==> config.mk <==
export PLATFORM = sky130hd
export DESIGN_NAME = mine_placer
export DESIGN_NICKNAME = d
export VERILOG_FILES = /design/src/rtl/mine_placer_pkg.sv /design/src/rtl/mine_placer_lfsr16.sv /design/src/rtl/mine_placer.sv
export SDC_FILE = /design/constraint.sdc
export NUM_CORES = 1
export LEC_CHECK = 0
export CAP_MARGIN = 20
export CORE_AREA = 10 10 93 95
export CTS_BUF_LIST = sky130_fd_sc_hd__clkbuf_4 sky130_fd_sc_hd__clkbuf_8
export DETAILED_ROUTE_END_ITERATION = 16
export DIE_AREA = 0 0 103 105
export SLEW_MARGIN = 20
export SYNTH_ARGS = -nofsm -noshare
export SYNTH_HDL_FRONTEND = slang
export SYNTH_HIERARCHICAL = 1
export SYNTH_SLANG_ARGS = --single-unit
==> constraint.sdc <==
create_clock -name clk -period 1.9 [get_ports clk]
set_input_delay 0.57 -clock clk [delete_from_list [all_inputs] [get_ports clk]]
set_output_delay 0.57 -clock clk [all_outputs]
set_load 0.05 [all_outputs]
==> src/rtl/mine_placer_pkg.sv <==
// Shared minesweeper definitions: generator taps, default seed and placer FSM states.
package mine_placer_pkg;

   localparam logic [15:0] LFSR_TAP_MASK     = 16'h002D;
   localparam logic [15:0] LFSR_DEFAULT_SEED = 16'hACE1;

   typedef enum logic [2:0] {
      ST_IDLE  = 3'd0,
      ST_GEN   = 3'd1,
      ST_CHECK = 3'd2,
      ST_PLACE = 3'd3,
      ST_DONE  = 3'd4
   } placerState_t;

   // Fibonacci x^16+x^14+x^13+x^11+1: feedback enters at the MSB, state shifts right.
   function automatic logic [15:0] lfsrNext(input logic [15:0] cur);
      lfsrNext = {^(cur & LFSR_TAP_MASK), cur[15:1]};
   endfunction

endpackage

==> src/rtl/mine_placer_lfsr16.sv <==
// 16-bit Fibonacci LFSR with synchronous load and single-step enable.
module lfsr16
   import mine_placer_pkg::*;
(
   input  logic        clk,
   input  logic        reset,
   input  logic        load,
   input  logic        step,
   input  logic [15:0] seed,
   output logic [15:0] value
);

   // Generator state: load has priority over step.
   always_ff @(posedge clk or posedge reset) begin
      if (reset) begin
         value <= LFSR_DEFAULT_SEED;
      end else if (load) begin
         value <= seed;
      end else if (step) begin
         value <= lfsrNext(value);
      end
   end

endmodule

==> src/rtl/mine_placer.sv <==
// Places numMines distinct mines on a width x height board, avoiding the first-click cell,
// by rejection sampling LFSR candidates against the external mine Board.
module mine_placer
   import mine_placer_pkg::*;
#(
   parameter int width    = 8,
   parameter int height   = 8,
   parameter int numMines = 10
)
(
   input  logic                      clk,
   input  logic                      reset,
   input  logic                      start,
   input  logic [15:0]               seed,
   input  logic [$clog2(width)-1:0]  safeX,
   input  logic [$clog2(height)-1:0] safeY,
   output logic [$clog2(width)-1:0]  readX,
   output logic [$clog2(height)-1:0] readY,
   input  logic                      readValue,
   output logic [$clog2(width)-1:0]  placeX,
   output logic [$clog2(height)-1:0] placeY,
   output logic                      placeEn,
   output logic                      busy,
   output logic                      done
);

   localparam int XW = $clog2(width);
   localparam int YW = $clog2(height);
   localparam int CW = $clog2(width * height + 1);

   if ((width < 2) || (width > 16) || (height < 2) || (height > 16)) begin : gBadSize
      $error("mine_placer: width/height must be within 2..16");
   end
   if ((numMines < 1) || (numMines > width * height - 1)) begin : gBadMines
      $error("mine_placer: numMines must be within 1..width*height-1");
   end

   placerState_t    state;
   logic [XW-1:0]   candX;
   logic [YW-1:0]   candY;
   logic [XW-1:0]   safeXReg;
   logic [YW-1:0]   safeYReg;
   logic [CW-1:0]   count;
   logic            startBlocked;
   logic [15:0]     lfsrValue;
   logic [15:0]     loadSeed;
   logic            lfsrLoad;
   logic            lfsrStep;
   logic            accept;
   logic            reject;
   logic            lastMine;

   assign accept   = (state == ST_IDLE) && start && !startBlocked;
   assign loadSeed = (seed == 16'h0000) ? LFSR_DEFAULT_SEED : seed;
   assign reject   = (int'(candX) >= width) || (int'(candY) >= height) ||
                     ((candX == safeXReg) && (candY == safeYReg)) || readValue;
   assign lastMine = ((int'(count) + 1) == numMines);

   // The read and write ports always present the current candidate.
   assign readX  = candX;
   assign readY  = candY;
   assign placeX = candX;
   assign placeY = candY;

   // Generator control derived from the current state.
   always_comb begin
      lfsrLoad = 1'b0;
      lfsrStep = 1'b0;
      if (state == ST_IDLE) begin
         lfsrLoad = accept;
      end else if (state == ST_GEN) begin
         lfsrStep = 1'b1;
      end else begin
         lfsrStep = 1'b0;
      end
   end

   lfsr16 uLfsr (
      .clk   (clk),
      .reset (reset),
      .load  (lfsrLoad),
      .step  (lfsrStep),
      .seed  (loadSeed),
      .value (lfsrValue)
   );

   // Placer FSM with registered status and strobe outputs.
   always_ff @(posedge clk or posedge reset) begin
      if (reset) begin
         state        <= ST_IDLE;
         candX        <= '0;
         candY        <= '0;
         safeXReg     <= '0;
         safeYReg     <= '0;
         count        <= '0;
         startBlocked <= 1'b0;
         placeEn      <= 1'b0;
         busy         <= 1'b0;
         done         <= 1'b0;
      end else begin
         case (state)
            ST_IDLE: begin
               done    <= 1'b0;
               placeEn <= 1'b0;
               if (accept) begin
                  safeXReg <= safeX;
                  safeYReg <= safeY;
                  count    <= '0;
                  busy     <= 1'b1;
                  state    <= ST_GEN;
               end else if (!start) begin
                  startBlocked <= 1'b0;
               end
            end
            // Candidate comes from the post-step generator value.
            ST_GEN: begin
               candX <= XW'(lfsrNext(lfsrValue));
               candY <= YW'(lfsrNext(lfsrValue) >> XW);
               state <= ST_CHECK;
            end
            ST_CHECK: begin
               if (reject) begin
                  state <= ST_GEN;
               end else begin
                  placeEn <= 1'b1;
                  state   <= ST_PLACE;
               end
            end
            ST_PLACE: begin
               placeEn <= 1'b0;
               count   <= count + CW'(1);
               if (lastMine) begin
                  busy  <= 1'b0;
                  done  <= 1'b1;
                  state <= ST_DONE;
               end else begin
                  state <= ST_GEN;
               end
            end
            // A start still high here must drop before the next run is accepted.
            ST_DONE: begin
               done         <= 1'b0;
               startBlocked <= start;
               state        <= ST_IDLE;
            end
            default: begin
               placeEn <= 1'b0;
               busy    <= 1'b0;
               done    <= 1'b0;
               state   <= ST_IDLE;
            end
         endcase
      end
   end

endmodule
## Word-level counts from Yosys, hierarchy flattened

Cells that the tools add are included.

| storage, ports and cells | value |
|---|---|
| bits in writable memories | 0 |
| latch bits | 0 |
| bits in registers | 42 |
| output and inout bits | 15 |
| memory bits (read-only) | 0 |
| input port bits | 26 |
| memories | 0 |

| cells by class | value |
|---|---|
| bitwise operators | 3 |
| muxes and demuxes | 22 |
| reductions and logical operators | 20 |
| order comparisons | 0 |
| shifts and indexed selects | 0 |
| eq/ne operators | 12 |
| multipliers | 0 |
| add/subtract/negate cells | 2 |
| divide/modulo/power cells | 0 |

Operators with widths:

| kind | count |
|---|---|
| 16-bit two-way mux | 3 |
| 16-bit logical NOT | 1 |
| 16-bit parity | 1 |
| 7-bit case mux with 2 select lines | 1 |
| 3-bit case mux with 4 select lines | 1 |
| 2-bit inequality test (second input constant) | 5 |
| 1-bit two-way mux | 9 |
| 7-bit by 1-bit adder with 8-bit output (second input constant) | 1 |
| 8-bit by 4-bit equality test with 1-bit output (second input constant) | 1 |
| 2-bit AND reduction | 4 |
| 7-bit by 1-bit adder with 7-bit output (second input constant) | 1 |
| 7-bit two-way mux | 1 |
| 3-bit by 2-bit equality test with 1-bit output (second input constant) | 2 |
| 3-bit equality test | 2 |
| 3-bit two-way mux | 2 |
| 1-bit case mux with 2 select lines | 3 |
| 3-bit AND reduction | 2 |
| 2-bit nonzero test | 3 |
| 2-bit OR reduction | 2 |
| 3-bit by 1-bit equality test with 1-bit output (second input constant) | 1 |
| 3-bit equality test (second input constant) | 1 |
| 1-bit logical AND | 3 |
| 3-bit logical NOT | 1 |
| 1-bit inverter | 3 |
| other kinds (5) | 5 |

## Longest topological paths before layout

| depth | value |
|---|---|
| depth after elaboration | 5 |
| gate-level depth with buffers | 9 |

## By module

The synthesis kept the hierarchy.

Modules (own cells, without submodules):

| module | sequential area each (sq um) | times used | cells each | area an instance (sq um) |
|---|---|---|---|---|
| mine_placer | 650.6 | 1 | 146 | 1458.9 |
| lfsr16 | 410.4 | 1 | 74 | 795.8 |

## Worst setup path before layout

OpenSTA, ideal clock, no wires.

| path | value |
|---|---|
| path type | register to register |
| from | register count[0] |
| to | register busy |
| cell stages (with the launch flop) | 6 |
| arrival | 1.605 ns |
| setup slack | 0.171 ns |
| path buffers | 0 |
| cell sequence | dfrtp_1 -> ha_1 -> and3_4 -> or3_4 -> a211o_1 -> a2bb2oi_1 |

| between the ends | value |
|---|---|
| word-level cells in the longest chain between the ends | 4 |

Ends and longest elaborated chain:

| item | line | RTL |
|---|---|---|
| start, declared | mine_placer.sv:43 | `logic [CW-1:0] count;` |
| start signal, assigned | mine_placer.sv:131 | `count <= count + CW'(1);` |
| 7-bit by 1-bit adder with 8-bit output | mine_placer.sv:57 | `assign lastMine = ((int'(count) + 1) == numMines);` |
| 8-bit by 4-bit equality test with 1-bit output | mine_placer.sv:57 |  |
| 2-bit inequality test (no source line) | - |  |
| 3-bit AND reduction (no source line) | - |  |
| end signal, assigned | mine_placer.sv:98 | `busy <= 1'b0;` |
| end signal, assigned | mine_placer.sv:109 | `busy <= 1'b1;` |
| end signal, assigned | mine_placer.sv:133 | `busy <= 1'b0;` |
| end, declared | mine_placer.sv:23 | `output logic busy,` |

Every way passes these cells.
A chain may end at the register's enable or synchronous reset.

## Worst setup path after layout

| path | value |
|---|---|
| from | register count[1] |
| to | register busy |

The elaborated chain is that of the path after synthesis.

==> impl_results.md <==
- Total gr overflow: 0
- Starting density of the core: 33.4%
- Iteration-0 DRC Markers: 46
- Pwr Total: about 0.0049 W
- Leading cell type in the layout, fill and taps excluded: dfrtp_1
- Yosys cell types: between 40 and 50
- Power Density: ~1600 mW/mm²
- CTS Sinks: 42
- RR Startpoint: count[1]
- Htree depth: 2
- Clock Path Buffers: 2
- Synth Cell Area: about 0.0023 mm²
- Worst path cell trace: ha_1, and3_4, or3_4, a211o_1, a2bb2oi_1
- Fin. max-slew vios: 0
- All-Layer GR Usage: 9.15%
- Worst reg2reg setup slack: 0.09 ns
- Worst hold path stage count: 1
- Antenna cells: 0
- Outcome: completed
- Post-cts sizing count: 0
- DR vias: 1636
- I/O Buffers: 40
- Post-synth ARST share: 100%
- Die width: between 100 and 150 µm
- Final Hold Viols: 0
- Root Buffer: clkbuf_8
- Top delay family on crit path: simple AND/OR/NAND/NOR gates
- Critical Path End Type: flip-flop
- Sequential fraction of the synthesis area: a little under half
- Max stage delay cell, worst path: dfrtp_1
- Worst slew margin: 69.2%
- Hold Crit Start: safeYReg[2]
- CTS tree: done
- Post-CTS Hold Fix Bufs: 0
- Final Setup Violations: 0
- Residual DRC: 0
- Type of the worst setup path: reg2reg
- Post-synthesis cell count: 220
- Most frequent cells in the layout: 34 x dfrtp_1, 25 x clkdlybuf4s50_1, 22 x nand2_1, 20 x buf_4, 18 x o21ai_1
- Syn avg cell area: between 10 and 15 µm²
- Die H: 105 µm
- Drt via density: between 4 and 5
- Syn_nets: 248
- Crit path DAT: a little under 2 ns
- Clock skew: 0.00383 ns
- Nets@finish: 291
- # fillers: just under 700
- Rows: 30
- P&R area growth vs syn: 33.6%
- Max Cap Viol: 0
- Placer Congestion: between 0.7 and 0.8
- Post-route minimum period: around 1.8 ns
- Top FF cell, synth: dfrtp_1
- Wirelength, routed: around 4700 µm
- RR Endpoint: busy
- Reg clk slew, reported paths: approximately 0.080 ns
- CP Max Fanout: 5
- Max stage delay on crit path: 0.41 ns
- R2R cell count: 5
- Routed length per instance: between 10 and 15 µm
- VDD IR-drop max: around 550 µV
- Initial antenna violation count: 0
- Worst-skew pair later-pin latency: approximately 0.29 ns
- Total leakage power: between 1 and 1.5 nW
- Largest net degree at the start of global routing: 27
- HPWL after detailed placement: approximately 3600 µm
- Required time worst endpoint: 2.08 ns
- Worst Setup Start Kind: flip-flop
- DR pass1 iterations: 4
- First-pass GRT wire length: roughly 8000 µm
- Hold_ws: 0.507 ns
- Number of synthesized flops with an enable pin: 0
- Number of CTS-inserted buffers: 5
- Period utilization: 95.2%
- Antenna Violating Nets Remaining: 0
- Worst-Margin Slew: around 0.46 ns
- Core ar.: between 0.006 and 0.007 mm²
- #FFs+latches synth: 42
- CP bufs+invs: 0
- Fmax: about 550 MHz
- Placed Area: slightly below 0.003 mm²
- Hold/Removal Path Class: reg2reg
- Warnings, synthesis: 6
- Vias in the first global route: 1687
- Hold Path End: safeYReg[2]
- Ports: between 40 and 50
- Fin area: approximately 0.003 mm²
- Layout cells sized above 1: approximately 23%
- Postcts setup bufs: 0
- Total die area: roughly 0.011 mm²
- RSZ-0062 raised after global routing: false
## per-layer routing
layer | GRT usage [%] | vias up | share of wire, %
met5 | 0 | - | 0
met4 | 2.98 | 0 | 1.4
met3 | 3.89 | 5 | 6.5
met2 | 14.2 | 32 | 46
met1 | 11.1 | 764 | 46
li1 | - | 835 | -
## cells by family after synthesis
kind of cell,after synthesis,share of synthesized area [%]
AO/OA/AOI/OAI,41,10.5
multiplexers,27,12.7
AND/OR/NAND/NOR,65,16.3
flip-flops,42,47.1
XOR/XNOR,12,4.66
adder cells (fa/ha/maj),2,1.11
buffers and inverters,31,7.77
## layout make-up
cell class	count	area (µm²)	area share [%]
sequential	42	1060	35.2
multi-input combinational	147	1030	34.2
timing repair buffer	60	701	23.3
tap	80	100	3.32
clock buffer	7	90.1	2.99
inverter	7	26.3	0.872
clock inverter	1	5.00	0.166
## sequential cells by signal, indices dropped and copies added, names as in the netlist
name and cells:
uLfsr/value 16, count 7, placeX 3, placeY 3
safeXReg 3, safeYReg 3, state 3, busy 1
done 1, placeEn 1, startBlocked 1
## where the power goes
group | internal [W] | switching (W)
Clock | 0.000308 | 0.000296
Combinational | 0.00130 | 0.00130
Sequential | 0.00133 | 0.000369
Total | 0.00294 | 0.00196
## metrics by stage
stage	TNS [ns]	std cells	utilization, %	worst slack, ns
after global placement	-4.45	336	43.0	-0.266
final	0	344	44.6	0.0906
after CTS	0	344	44.4	0.00342
after floorplan	0	220	-	0.171
after detailed placement	-5.14	336	43.0	-0.299
after global routing	0	344	44.6	0.00601
## worst max path at each step
stage	startpoint	end	slack, ns	cells after the start
floorplan	count[0]	busy	0.17	5
CTS	start	safeYReg[0]	0.003	5
detailed placement	start	safeYReg[0]	-0.30	5
global placement	start	safeXReg[2]	-0.27	5
finish	count[1]	busy	0.09	5
global route	start	safeYReg[0]	0.006	5
## Yosys cell counts, types with 2 or more instances
cell type / instances / area share (%)
a21oi_1: 5 / 1.1
buf_4: 8 / 2.7
inv_1: 5 / 0.83
nand2_1: 22 / 3.7
ha_1: 2 / 1.1
nor2_1: 6 / 1.0
nand4_1: 2 / 0.55
xnor2_1: 5 / 1.9
dfstp_2: 8 / 9.3
inv_2: 2 / 0.33
nor3_1: 3 / 0.67
dfrtp_1: 34 / 38
xor2_1: 7 / 2.7
nand3_1: 2 / 0.44
buf_2: 4 / 0.89
mux2i_1: 15 / 6.7
nor4_1: 5 / 1.4
clkbuf_1: 10 / 1.7
o21ai_1: 18 / 4.0
o21ai_0: 9 / 2.0
and2_1: 3 / 0.83
nand2b_1: 10 / 2.8
or2b_1: 2 / 0.67
mux2_1: 12 / 6.0
No activity file was read; power rests on OpenSTA's default activity.
